--- src/rtl/pc_pkg.sv ---
// Shared definitions for the program-counter unit: next-PC source encodings,
// instruction stride and an alignment helper.
package pc_pkg;

  typedef enum logic [1:0] {
    PC_SEL_SEQ = 2'b00,
    PC_SEL_REL = 2'b01,
    PC_SEL_IND = 2'b10,
    PC_SEL_RET = 2'b11
  } pc_sel_e;

  localparam int unsigned PC_STRIDE = 4;

  function automatic logic is_word_aligned(input logic [1:0] lsbs);
    return (lsbs == 2'b00);
  endfunction

endpackage

--- src/rtl/return_address_stack.sv ---
// Circular return-address stack. ptr addresses the current top entry; count
// tracks how many entries are live. A push onto a full stack overwrites the
// oldest entry and leaves count saturated. Push and pop in the same cycle
// replace the top entry in place.
module return_address_stack #(
  parameter int XLEN      = 32,
  parameter int RAS_DEPTH = 4
) (
  input  logic            clock,
  input  logic            reset,
  input  logic            push,
  input  logic            pop,
  input  logic [XLEN-1:0] push_data,
  output logic [XLEN-1:0] top,
  output logic            empty
);

  localparam int PW = $clog2(RAS_DEPTH);
  localparam int CW = PW + 1;

  logic [XLEN-1:0] mem [RAS_DEPTH];
  logic [PW-1:0]   ptr;
  logic [CW-1:0]   count;
  logic            do_pop;
  logic [PW-1:0]   wr_ptr;

  assign do_pop = pop & (count != '0);

  // Write slot: replace the top when popping in the same cycle, else the next slot.
  always_comb begin
    wr_ptr = ptr + PW'(1);
    if (do_pop) wr_ptr = ptr;
  end

  // Pointer and occupancy bookkeeping.
  always_ff @(posedge clock or posedge reset) begin
    if (reset) begin
      ptr   <= '0;
      count <= '0;
    end else if (push) begin
      ptr <= wr_ptr;
      if (!do_pop && (count != CW'(RAS_DEPTH))) count <= count + CW'(1);
    end else if (do_pop) begin
      ptr   <= ptr - PW'(1);
      count <= count - CW'(1);
    end
  end

  // Entry storage; contents are don't-care while count is zero, so no reset.
  always_ff @(posedge clock) begin
    if (push) mem[wr_ptr] <= push_data;
  end

  assign top   = mem[ptr];
  assign empty = (count == '0);

endmodule

--- src/rtl/module_pc_unit.sv ---
// Program counter: holds the fetch address, picks the next PC from
// sequential, PC-relative, register-indirect or predicted-return sources and
// advances only on an accepted, unstalled fetch. A misaligned target freezes
// the PC and raises a sticky flag until reset.
module module_pc_unit
  import pc_pkg::*;
#(
  parameter int              XLEN       = 32,
  parameter logic [XLEN-1:0] RESET_ADDR = '0,
  parameter int              RAS_DEPTH  = 4
) (
  input  logic            clock,
  input  logic            reset,
  input  logic            stall,
  input  logic            is_jmp,
  input  logic            alu_not,
  input  logic [1:0]      is_branch,
  input  logic            is_call,
  input  logic            is_ret,
  input  logic [XLEN-1:0] alu_out,
  input  logic [XLEN-1:0] imm,
  input  logic            imem_ready,
  output logic [XLEN-1:0] addr,
  output logic            imem_valid,
  output logic [XLEN-1:0] link,
  output logic            misaligned,
  output logic            ras_empty
);

  logic            taken;
  pc_sel_e         sel;
  logic [XLEN-1:0] ind_target;
  logic [XLEN-1:0] ras_top;
  logic [XLEN-1:0] next_pc;
  logic            next_misaligned;
  logic            advance;
  logic            ras_push;
  logic            ras_pop;

  assign link       = addr + XLEN'(PC_STRIDE);
  assign ind_target = {alu_out[XLEN-1:1], 1'b0};

  // Source select: conditional branches derive it from the ALU result.
  always_comb begin
    taken = alu_not ? (alu_out == '0) : (alu_out != '0);
    sel   = pc_sel_e'(is_branch);
    if (is_jmp) sel = pc_sel_e'({1'b0, taken});
  end

  // Next-PC mux; a return falls back to the indirect target when the RAS is empty.
  always_comb begin
    next_pc = link;
    case (sel)
      PC_SEL_SEQ: next_pc = link;
      PC_SEL_REL: next_pc = addr + imm;
      PC_SEL_IND: next_pc = ind_target;
      PC_SEL_RET: next_pc = ras_empty ? ind_target : ras_top;
      default:    next_pc = link;
    endcase
  end

  assign next_misaligned = !is_word_aligned(next_pc[1:0]);
  assign advance         = imem_valid & imem_ready & ~stall & ~misaligned;
  assign ras_push        = advance & ~next_misaligned & is_call;
  assign ras_pop         = advance & ~next_misaligned & is_ret & ~ras_empty;

  // Fetch address, request valid and sticky misalignment flag.
  always_ff @(posedge clock or posedge reset) begin
    if (reset) begin
      addr       <= RESET_ADDR;
      imem_valid <= 1'b0;
      misaligned <= 1'b0;
    end else begin
      imem_valid <= 1'b1;
      if (advance) begin
        if (next_misaligned) misaligned <= 1'b1;
        else                 addr       <= next_pc;
      end
    end
  end

  return_address_stack #(
    .XLEN      (XLEN),
    .RAS_DEPTH (RAS_DEPTH)
  ) u_ras (
    .clock     (clock),
    .reset     (reset),
    .push      (ras_push),
    .pop       (ras_pop),
    .push_data (link),
    .top       (ras_top),
    .empty     (ras_empty)
  );

endmodule

--- config.mk ---
export PLATFORM = sky130hd
export DESIGN_NAME = module_pc_unit
export DESIGN_NICKNAME = d
export VERILOG_FILES = /design/src/rtl/pc_pkg.sv /design/src/rtl/return_address_stack.sv /design/src/rtl/module_pc_unit.sv
export SDC_FILE = /design/constraint.sdc
export NUM_CORES = 1
export LEC_CHECK = 0
export ABC_AREA = 1
export CAP_MARGIN = 20
export CORE_AREA = 2 2 129 193
export DETAILED_ROUTE_END_ITERATION = 10
export DIE_AREA = 0 0 131 195
export GPL_TIMING_DRIVEN = 0
export PLACE_DENSITY_LB_ADDON = 0.2
export SETUP_SLACK_MARGIN = 0.5
export SYNTH_ARGS = -nofsm -noshare
export SYNTH_HDL_FRONTEND = slang
export SYNTH_SLANG_ARGS = --single-unit
--- constraint.sdc ---
create_clock -name clock -period 4.5 [get_ports clock]
set_input_delay 0.9 -clock clock [delete_from_list [all_inputs] [get_ports clock]]
set_output_delay 0.9 -clock clock [all_outputs]
set_load 0.02 [all_outputs]
-- After elaboration in Yosys (flattened, before gate mapping)
Memory sizes are Yosys's and may differ from the RTL's.
Cells that the tools add are included.
- RAM bits: 128
- memories kept: 1
- input bits: 74
- bits in latches: 0
- register bits: 39
- output and inout bits: 67
- memory bits (read-only): 0
- word-level logic and storage cells: 53
- mux-type cells: 12
- bitwise logic cells: 12
- reductions and logical operators: 12
- order comparisons: 0
- eq/ne operators: 5
- multiply operators: 0
- divide/modulo/power cells: 0
- add/sub/neg operators: 6
- shifts and indexed selects: 0
- memory list (name ; words ; bits a word ; read ports ; clocked after Yosys merged registers in ; wr ports ; line ; source):
    u_ras.mem ; 4 ; 32 ; 1 ; 0 ; 1 ; return_address_stack.sv:21 ; logic [XLEN-1:0] mem [RAS_DEPTH];
- operators with widths (kind ; number):
    $pmux W32 S4 ; 1
    $add A32 B3 Y32 const B ; 1
    $add A32 B32 Y32 ; 1
    $logic_not A32 Y1 ; 1
    $mux W32 ; 1
    $reduce_bool A32 Y1 ; 1
    $mux W3 ; 3
    $and A1 B1 Y1 ; 8
    $mux W2 ; 4
    $reduce_and A2 Y1 ; 3
    $eq A2 B2 Y1 const B ; 2
    $logic_not A2 Y1 ; 2
    $not A1 Y1 ; 4
    $add A3 B1 Y3 const B ; 1
    $logic_not A3 Y1 ; 1
    $mux W1 ; 3
    $ne A3 B3 Y1 const B ; 1
    $reduce_bool A3 Y1 ; 1
    $sub A3 B1 Y3 const B ; 1
    $add A2 B1 Y2 const B ; 1
    $eq A2 B1 Y1 const B ; 1
    $ne A2 B1 Y1 const B ; 1
    $reduce_bool A2 Y1 ; 1
    $sub A2 B1 Y2 const B ; 1
    2 further kinds ; 2

-- Logic depth before layout (Yosys ltp)
- depth in word-level cells: 14
- gate-level depth with buffers: 19
- gate-level depth less buffers: 19

-- Hierarchy
From an unflattened synthesis, not the netlist that was laid out.
- cell total of the unflattened synthesis: 1447
- area, all modules: 11144.4 µm²
- modules (own cells, without submodules) (module ; times used ; cells each ; seq. area each (µm²) ; area an instance (µm²)):
    module_pc_unit ; 1 ; 1070 ; 850.8 ; 5694.2
    return_address_stack ; 1 ; 377 ; 3968.8 ; 5450.2

-- Least setup slack after synthesis
OpenSTA, ideal clock, no wires.
- kind: input to register
- start: input imm[0]
- end: memory u_ras.mem[0][0] (enable)
- data required time: 4079 ps
- setup slack: 190 ps
- data arrival time: 3889 ps
- stages on the path: 11
- library setup time: 421 ps
- path buffers: 1
- cell sequence: ha_1 > fa_1 > or2_2 > nand4_1 > nand3_2 > a21oi_4 > buf_6 > nand4_2 > nand2_1 > nand2_1 > nor2_1
- word-level cells in the longest chain between the ends: 8
- RTL lines (item ; line ; source):
    start: declaration ; module_pc_unit.sv:21 ; input logic [XLEN-1:0] imm,
    $add A32 B32 Y32 * ; module_pc_unit.sv:55 ; PC_SEL_REL: next_pc = addr + imm;
    $pmux W32 S4 * ; module_pc_unit.sv:53 ; case (sel)
    $logic_not A2 Y1 * ; pc_pkg.sv:15 ; return (lsbs == 2'b00);
    $and A1 B1 Y1 * ; module_pc_unit.sv:64, module_pc_unit.sv:65 ;
    $and A1 B1 Y1 (2 in a row) ; module_pc_unit.sv:65 ; assign ras_pop = advance & ~next_misaligned & is_ret & ~ras_empty;
    $and A1 B1 Y1 ; return_address_stack.sv:27 ; assign do_pop = pop & (count != '0);
    $mux W2 ; return_address_stack.sv:32 ; if (do_pop) wr_ptr = ptr;
    end: declaration ; return_address_stack.sv:21 ;
Mark *: on every way between the ends. The rest lies on a longest branch, timed or not.

-- Worst setup path in the final report
- start: register addr[20]
- end: output link[31]
- word-level cells in the longest chain between the ends: 1
- RTL lines (item ; line ; source):
    start: declaration ; module_pc_unit.sv:23 ; output logic [XLEN-1:0] addr,
    start signal: assignment ; module_pc_unit.sv:77 ; else addr <= next_pc;
    $add A32 B3 Y32 ; module_pc_unit.sv:40 ; assign link = addr + XLEN'(PC_STRIDE);
    end: declaration ; module_pc_unit.sv:25 ; output logic [XLEN-1:0] link,
No other way between the ends.

==> results.toml <==
[status]
run_status = "finished clean"

[yosys]
synth_top_cell_by_area = "edfxtp_1"
synth.net_count = 1103
syn_inst = 995
syn-cell-area_mm2 = 0.00938
synthFlopType = "edfxtp_1"
ys.warnings.count = 0
yosys.cell_types.count = 56
synth.most_common_cell = "nand2_1"
synth-edff-count = 128
avgSynthCellArea_um2 = 9.43
synth_async_sr_flop_share = 0.234
synth_seq_area_share = 0.514
synth_common_cells = "158 x nand2_1, 128 x edfxtp_1, 101 x a21oi_1"
synth_seq_cells = 167
synthTopCellsByArea = "edfxtp_1 41%, dfrtp_1 10%, nand2_1 6.3%, a21oi_1 5.4%, ha_1 4.3%"
yosysTopAreaCellShare = 0.410

[worst_hold_path]
hold_path.startpoint = "u_ras.count[2]"
hold_path_class = "reg2reg"

[place]
place_area_mm2 = 0.0113
post-place-ws_ps = -188
numPortBuffers = 140
hpwl_um = 26100
gp_congestion = 1.01

[route]
wire_per_inst_um = 22.4
firstDrtPassIters = 5
drtAntennaViolNets = 0
num_vias = 8417
wirelength_um = 33700
via_per_inst = 5.60
drcViolationCount = 0
initialDrtViolationCount = 578

[sta]
setup_slack_ps = 424
drv_slew = 0
max_slew.worst_pin.slew_ps = 907
min_period_over_period = 0.906
whs_ps = 514
rsz0062_at_grt = "yes"
fin_worst_skew_ps = 12.4
max_slew_margin = 0.389
fmax_mhz = 245
fin_setup_tns_ps = 0
finalCriticalPeriod_ps = 4080
finalHoldViolCount = 0
setup_viol = 0

[clocking]
cts-root-buf = "clkbuf_16"
cts_made_buffers = 17
clock-sinks = 167
holdBufCountCts = 0
cts_max_path_buffers = 2
clk_pin_slew_ps = 70
tritoncts = "yes"
clkLatencyLatePin_ps = 430
htree_levels = 4

[global_route]
first_global_vias = 8315
grt.total_usage = 0.266
grt_max_degree = 33
antenna_found_initial = 0
grt_overflow_total = 0
grt_pass1_wl_um = 49300

[critical_path]
r2r_start = "addr[0]"
critPathKind = "reg2out"
critPathCaptureType = "output port"
critical_path.max_fanout = 6
worstPathArrival_ps = 3180
critPathLaunch = "addr[20]"
start_kind = "flop"
critPathRequiredTime_ps = 3600

[power_and_ir_drop]
intPower_uw = 4330
pwr-share-clk = 0.197
p_switching_uw = 3490
comb_power_share = 0.502
ir_worst_vdd_v = 0.000303
switching_share = 0.447
p_seq_frac = 0.302
leakage_uw = 0.00466
power.density_mw_per_mm2 = 639

[floorplan]
io_pins = 141
die_x_um = 131
die_h_um = 195
initial_core_util = 0.395
fp-row-count = 69
dieArea_mm2 = 0.0255
core_area_mm2 = 0.0237

[cells_and_area]
final_area_mm2 = 0.0122
multi_input_area_mm2 = 0.00432
areaGrowthSynthToFinish_pct = 30.4
num_antenna_cells = 0
finish.utilization = 0.515
fin_nets = 1279
nFillCells = 2187
drive_gt1_frac = 0.106
regArea_mm2 = 0.00482

[job]
maxCapViolCount = 0
final cells by class:
cell class | instances | share of cell area
Tap cell | 319 | 0.0326
Clock buffer | 21 | 0.0360
Buffer | 31 | 0.0132
Timing Repair Buffer | 157 | 0.131
Multi-Input combinational cell | 714 | 0.353
Inverter | 83 | 0.0257
Clock inverter | 11 | 0.0142
Sequential cell | 167 | 0.394
state kept, by name (all words and copies together), names as in the netlist:
register	cells
u_ras.mem	128
addr	32
u_ras.count	3
u_ras.ptr	2
imem_valid	1
misaligned	1
power groups by stage:
stage / clock (uW) / sequential (uW) / combinational, uW
2_1_floorplan: 0 / 2400 / 2140
3_3_place_gp: 0 / 2380 / 3780
3_5_place_dp: 0 / 2370 / 3820
4_1_cts: 1540 / 2350 / 3880
5_1_grt: 1600 / 2380 / 4230
6_report: 1540 / 2360 / 3920
path summary, 6_finish.rpt:
path	cells past startpoint	endpoint	slack (ps)
min in group asynchronous	2	u_ras.count[1]	720
hold reg to reg	2	u_ras.count[2]	510
max in group asynchronous	3	addr[2]	3260
setup / recovery	6	link[31]	420
hold / removal	2	u_ras.count[2]	510
setup reg to reg	12	u_ras.mem[0][17]	1010
stage by stage:
stage	power, uW	std cells
floorplan	4540	995
global placement	6150	1454
detailed placement	6190	1459
CTS	7780	1499
global route	8210	1503
finish	7820	1503
worst max-delay path, stage by stage, from the launching register on:
cell and delay, ps:
dfrtp_1 490, inv_1 170, nor3_1 600, nand4_1 310
nor2_1 300, xor2_2 230, clkdlybuf4s50_1 640
logic make-up after synthesis:
| family | Yosys count | share of synthesized area |
|---|---|---|
| xor+xnor | 38 | 0.0363 |
| flops | 167 | 0.514 |
| buf+inv | 114 | 0.0507 |
| compound gates | 267 | 0.165 |
| simple gates | 374 | 0.187 |
| other cells | 1 | 0.000400 |
| fa+ha+maj | 34 | 0.0469 |
repair_timing:
action,in CTS,in global routing
pin swaps,10,4
setup endpoints to repair,99,104
buffers inserted,8,4
gates resized for setup,34,11
per-layer routing:
layer,routed length [um],global-route usage
met3,1980,0.0367
met4,1680,0.131
met1,12500,0.317
met5,0,0
met2,17600,0.462
cell usage in the layout, fill, tap and decap left out, types with 4 or more instances in the layout:
master	Yosys	routed
edfxtp_1	128	128
o22ai_1	60	60
a31oi_1	11	11
nor2_1	94	89
or2_2	5	5
clkbuf_1	20	24
nand4_1	18	18
buf_12	0	5
xnor2_1	5	4
o21ai_1	7	7
clkinv_4	0	4
a21oi_1	101	101
o21bai_1	4	4
nand2_1	158	158
o21ai_0	52	52
nor3_1	37	37
bufinv_16	0	4
nor3_4	4	5
xor2_1	32	18
inv_2	6	8
inv_1	76	74
xor2_2	0	9
nor2_4	2	7
nand4_2	4	4
buf_4	5	16
xor2_4	0	5
o211ai_1	10	10
nor4_1	5	4
dfrtp_1	39	37
a21boi_0	5	5
nand2_2	4	4
clkdlybuf4s50_1	0	129
clkbuf_16	0	17
nand3_1	28	28
dlygate4sd2_1	0	6
ha_1	32	32
Power figures use the tool's default switching activity.
